[config.mk]
export PLATFORM = sky130hd
export DESIGN_NAME = xor_checksum_acc
export DESIGN_NICKNAME = d
export VERILOG_FILES = /design/src/rtl/xor_acc_pkg.sv /design/src/rtl/xor_reduce.sv /design/src/rtl/xor_checksum_acc.sv
export SDC_FILE = /design/constraint.sdc
export NUM_CORES = 1
export LEC_CHECK = 0
export CAP_MARGIN = 20
export CORE_MARGIN = 3
export CORE_UTILIZATION = 35
export CTS_CLUSTER_DIAMETER = 80
export DETAILED_ROUTE_END_ITERATION = 8
export GPL_ROUTABILITY_DRIVEN = 0
export GPL_TIMING_DRIVEN = 0
export PLACE_DENSITY = 0.59
export SYNTH_ARGS = -nofsm -noshare
export SYNTH_HDL_FRONTEND = slang
export SYNTH_SLANG_ARGS = --single-unit
[constraint.sdc]
create_clock -name clk -period 1.4 [get_ports clk]
set_input_delay 0.14 -clock clk [delete_from_list [all_inputs] [get_ports clk]]
set_output_delay 0.14 -clock clk [all_outputs]
set_load 0.03 [all_outputs]
[src/rtl/xor_acc_pkg.sv]
// Package: xor_acc_pkg
//
// Shared definitions for the streaming XOR checksum accumulator.
//   state_t    - accumulator FSM states (ACCUM: taking words, HOLD: result pending)
//   len_width  - width needed to hold a word count of 0..max_len inclusive
package xor_acc_pkg;

    typedef enum logic {
        ACCUM = 1'b0,
        HOLD  = 1'b1
    } state_t;

    // The count field must represent max_len itself, not just max_len-1.
    function automatic int len_width(input int max_len);
        return $clog2(max_len + 1);
    endfunction

endpackage

[src/rtl/xor_reduce.sv]
// Module: xor_reduce
//
// Combinational XOR reduction of a WIDTH-bit word down to one parity bit.
// The result is 1 when the word holds an odd number of set bits.
//
// Ports:
//   data    in   WIDTH   word to reduce
//   parity  out  1       XOR of every bit of data
module xor_reduce #(
    parameter int WIDTH = 8
) (
    input  logic [WIDTH-1:0] data,
    output logic             parity
);

    // A flat reduction operator; synthesis builds a balanced XOR tree from it.
    assign parity = ^data;

endmodule

[src/rtl/xor_checksum_acc.sv]
// Module: xor_checksum_acc
//
// Streaming XOR checksum/parity accumulator. WIDTH-bit words arrive on a
// valid/ready stream and are XOR-folded per frame. A frame closes on in_last
// or automatically after MAX_LEN words; one registered result is then offered
// on the output handshake (checksum, parity, word count, overflow flag).
//
// Ports:
//   clk           in   1       rising-edge clock
//   reset         in   1       synchronous active-high reset
//   in_valid      in   1       input word valid
//   in_ready      out  1       block accepts a word this cycle
//   in_data       in   WIDTH   input word
//   in_last       in   1       word closes its frame
//   out_valid     out  1       result valid
//   out_ready     in   1       consumer accepts result
//   out_sum       out  WIDTH   XOR of all words in the frame
//   out_parity    out  1       parity over every bit of the frame
//   out_len       out  LEN_W   words in the frame, 1..MAX_LEN
//   out_overflow  out  1       frame closed at MAX_LEN without in_last
module xor_checksum_acc
    import xor_acc_pkg::*;
#(
    parameter int WIDTH   = 8,
    parameter int MAX_LEN = 16,
    parameter int LEN_W   = len_width(MAX_LEN)
) (
    input  logic             clk,
    input  logic             reset,
    input  logic             in_valid,
    output logic             in_ready,
    input  logic [WIDTH-1:0] in_data,
    input  logic             in_last,
    output logic             out_valid,
    input  logic             out_ready,
    output logic [WIDTH-1:0] out_sum,
    output logic             out_parity,
    output logic [LEN_W-1:0] out_len,
    output logic             out_overflow
);

    state_t             state_q;
    state_t             state_d;
    logic [WIDTH-1:0]   acc_q;
    logic [LEN_W-1:0]   cnt_q;

    logic [WIDTH-1:0]   acc_n;
    logic [LEN_W-1:0]   cnt_n;
    logic               beat;
    logic               at_max;
    logic               close_frame;
    logic               parity_n;

    // Handshake signals are decoded purely from the state register, so there
    // is never a combinational path from out_ready through to in_ready.
    assign in_ready  = (state_q == ACCUM);
    assign out_valid = (state_q == HOLD);

    xor_reduce #(
        .WIDTH (WIDTH)
    ) u_parity (
        .data   (acc_n),
        .parity (parity_n)
    );

    // Next accumulator/count values and the frame-close decision. A frame
    // closes either on an explicit last word or when the count hits MAX_LEN.
    always_comb begin
        acc_n       = acc_q ^ in_data;
        cnt_n       = cnt_q + 1'b1;
        beat        = in_valid && (state_q == ACCUM);
        at_max      = (cnt_n == LEN_W'(MAX_LEN));
        close_frame = beat && (in_last || at_max);
    end

    // Next-state logic: one result handshake per frame.
    always_comb begin
        state_d = state_q;
        case (state_q)
            ACCUM: begin
                if (close_frame) begin
                    state_d = HOLD;
                end
            end
            HOLD: begin
                if (out_ready) begin
                    state_d = ACCUM;
                end
            end
            default: state_d = ACCUM;
        endcase
    end

    // State, accumulator, counter and result registers. Results are only
    // written on a closing beat, so they stay stable through HOLD; after the
    // handshake they keep their stale values until the next frame closes.
    always_ff @(posedge clk) begin
        if (reset) begin
            state_q      <= ACCUM;
            acc_q        <= '0;
            cnt_q        <= '0;
            out_sum      <= '0;
            out_parity   <= 1'b0;
            out_len      <= '0;
            out_overflow <= 1'b0;
        end else begin
            state_q <= state_d;
            if (beat) begin
                if (close_frame) begin
                    out_sum      <= acc_n;
                    out_parity   <= parity_n;
                    out_len      <= cnt_n;
                    out_overflow <= ~in_last & at_max;
                    acc_q        <= '0;
                    cnt_q        <= '0;
                end else begin
                    acc_q <= acc_n;
                    cnt_q <= cnt_n;
                end
            end
        end
    end

endmodule

==> out/qor.csv <==
stage,metric,value,unit
run_status,status,"complete, but fails checks",
run_status,violations,negative setup slack,
floorplan,die_w,69.28,um
sta,finalHoldViolCount,0,
global_route,grt_overflow,0,
sta,fin_ws,-233.1,ps
pwr,p_total,2.071,mW
floorplan,die-area,4799,um2
critical_path,worst-setup-path-type,flip-flop to flip-flop,
cells_and_area,stdcell_count,258,
sta,slew_violations,0,
critical_path,path_buf_inv,0,
global_route,grt_use_total,16.44,%
sta,post-route-period-util,116.6,%
critical_path,start_kind,flip-flop,
floorplan,coreArea,3771,um2
sta,fin_worst_skew,4.408,ps
global_route,grt_max_degree,11,
place,place_hpwl,2494,um
floorplan,die_y,69.28,um
place,numPortBuffers,28,
cells_and_area,multi_input_area,977.2,um2
synth,ys_seq_area_share,41.43,%
drt,wl_per_cell,14.92,um
pwr,p_sw,636.4,uW
floorplan,pin_count,30,
clocking,cts_tree,built,
sta,slew_headroom,59.05,%
cells_and_area,seq_area,599.3,um2
drt,vias,1345,
drt,drt_pass1_iterations,4,
critical_path,arrival,1840,ps
worst_hold_path,hp-class,primary input to flip-flop,
global_route,grt_pass1_wl,6403,um
pwr,pwr-share-comb,23.8,%
pwr,netSwitchingFraction,30.73,%
drt,drt_wl_total,3850,um
critical_path,required,1600,ps
cells_and_area,nets,223,
global_route,grt_pass1_vias,1322,
sta,finalSetupViolCount,27,
cells_and_area,areaGrowthSynthToFinish,54.46,%
sta,worst_slew_pin_slew,614.2,ps
synth,ys_ff_latch,29,
synth,syn_area,1401,um2
synth,syn-instance-count,164,
pwr,powerDensity,956.6,nW/um2
clocking,hold_buffers,0,
cells_and_area,diodes,0,
pwr,intPower,1.434,mW
clocking,root_buffer,clkbuf_8,
cells_and_area,layout-drive-gt1-share,35.71,%
sta,rsz0062_at_grt,yes,
pwr,pwr-share-seq,43.2,%
clocking,cts_sinks,29,
clocking,clkTransAtPathRegs,70,ps
sta,fmax,612.3,MHz
clocking,cts_buffer_depth,2,
drt,route.detailed.drc,0,
clocking,htree_levels,2,
synth,yosysWarnings,0,
pwr,ir_worst_vdd,0.5178,mV
drt,drtIter0Drc,79,
run,drv_cap,0,
critical_path,max_stage_delay,380,ps
clocking,clk_latency,280,ps
critical_path,critPathSlowestCell,xor3_1,
floorplan,rows,22,
sta,period_needed,1633,ps
synth,synth.avg_cell_area,8.545,um2
critical_path,end_kind,flip-flop,
clocking,cts_buffers,5,
synth,synth.net_count,178,
pwr,p_leak,0.8474,nW
synth,synth_cell_types,35,
cells_and_area,fillCellCount,319,
drt,vias_per_cell,5.213,
critical_path,crit_family,XOR/XNOR gates,
place,placed_cells,240,
critical_path,crit_fanout,3,
floorplan,start_util,37.16,%
pwr,pwr-share-clk,33.0,%
drt,drtAntennaViolNets,0,
sta,fin_setup_tns,-2434,ps
global_route,grt_antenna_before_repair,0,
critical_path,crit_chain,"and2b_1, or2_4, xor3_1, xnor3_1, a211oi_2",
## layer usage
metal  vias up  share of wire (%)  track usage, %
met5         -                  0               0
met4         0               0.65           6.941
met3         5                4.5           4.928
met2        33                 48           25.11
met1       639                 46           21.42
li1        668                  -               -
## cell type report
class	instances	share of cell area, %
Multi-Input combinational cell	122	45.14
Sequential cell	29	27.69
Timing Repair Buffer	40	17.17
Clock buffer	5	3.179
Buffer	10	2.948
Tap cell	48	2.775
Clock inverter	3	0.8092
Inverter	1	0.2890
## state kept, by name (all words and copies together) (netlist names)
signal	flops
out_sum	8
out_overflow	1
acc_q	8
out_valid	1
out_parity	1
out_len	5
cnt_q	5
## path summary, 6_finish.rpt
check | from | to | slack [ps] | cells after the start
setup / recovery | acc_q[7] | out_parity | -230 | 5
hold / removal | in_data[5] | acc_q[5] | 220 | 3
setup reg to reg | acc_q[7] | out_parity | -230 | 5
hold reg to reg | acc_q[3] | acc_q[3] | 470 | 2
## tightest hold or removal path: cells and delay by family
family / cells / cell delay [ps]
AOI/OAI and AO/OA: 1 / 60
and+or+nand+nor: 1 / 100
buffers and inverters: 1 / 170
## Yosys cell counts
library cell | count | share of area (%)
xnor2_1 | 3 | 1.9
and2_1 | 1 | 0.45
o21ai_1 | 1 | 0.36
and2b_1 | 3 | 1.6
xor2_1 | 5 | 3.1
or2_2 | 5 | 2.2
nand2_1 | 10 | 2.7
inv_1 | 1 | 0.27
xnor3_1 | 1 | 1.6
nor2b_1 | 10 | 4.5
mux2i_1 | 1 | 0.71
nand3_1 | 2 | 0.71
a211oi_1 | 3 | 1.6
dfxtp_1 | 29 | 41
ha_1 | 1 | 0.89
a31o_2 | 1 | 0.63
a22oi_1 | 3 | 1.6
buf_2 | 1 | 0.36
nor2_1 | 7 | 1.9
a31oi_1 | 3 | 1.3
a311oi_2 | 1 | 1.1
a2bb2oi_1 | 1 | 0.63
o21ai_0 | 8 | 2.9
a41oi_1 | 1 | 0.63
clkbuf_1 | 9 | 2.4
nor3_1 | 20 | 7.1
a211oi_2 | 1 | 0.89
nand3b_1 | 4 | 2.1
nor4b_1 | 1 | 0.63
a21oi_1 | 21 | 7.5
xor3_1 | 1 | 1.7
or2_1 | 1 | 0.45
nand4b_1 | 1 | 0.63
nand2b_1 | 1 | 0.45
buf_4 | 2 | 1.1
## power groups by stage
stage	logic (mW)	registers [mW]	clock network, mW
2_1_floorplan	0.223	0.968	0
3_3_place_gp	0.422	0.912	0
3_5_place_dp	0.429	0.914	0
4_1_cts	0.457	0.893	0.691
5_1_grt	0.534	0.899	0.732
6_report	0.494	0.894	0.683
## cell families (layout without fill, tap and decap cells)
family / Yosys count / after routing / synth area share, %
AND/OR/NAND/NOR: 66 / 66 / 25.45
flip-flops: 29 / 29 / 41.43
AO/OA/AOI/OAI: 44 / 44 / 19.11
adder cells (fa/ha/maj): 1 / 1 / 0.8927
XOR/XNOR: 10 / 10 / 8.303
multiplexers: 1 / 1 / 0.7143
buffers and inverters: 13 / 59 / 4.106
## placed cells by master (no fill, tap or decap), types with 4 or more instances in the layout
master,Yosys,final
a21oi_2,0,5
nand3b_1,4,4
nand2_1,10,9
clkdlybuf4s50_1,0,8
buf_6,0,8
a21oi_1,21,16
dfxtp_1,29,20
buf_4,2,7
nor2_1,7,6
nor3_1,20,9
dfxtp_2,0,6
clkbuf_1,9,4
nor2b_1,10,10
nor3_2,0,9
dlygate4sd2_1,0,18
or2_2,5,4
clkbuf_8,0,5
## metrics by stage
step | util (%) | worst slack (ps) | instance area [um2] | hold slack [ps]
2_1_floorplan | - | -109.0 | 1438 | 238.8
3_3_place_gp | 47.15 | -528.8 | 1778 | 448.5
3_5_place_dp | 47.15 | -553.5 | 1778 | 460.9
4_1_cts | 53.95 | -239.9 | 2034 | 301.2
5_1_grt | 57.40 | -288.7 | 2165 | 244.9
6_report | 57.40 | -233.1 | 2165 | 223.4
## timing repair
item / CTS / global route
endpoints found under the setup margin: 45 / 27
buffers inserted: 6 / 3
gates resized for setup: 58 / 28
gates cloned: 2 / 1
pin swaps: 16 / 6
Note: power is estimated with default switching activity, not from simulation.
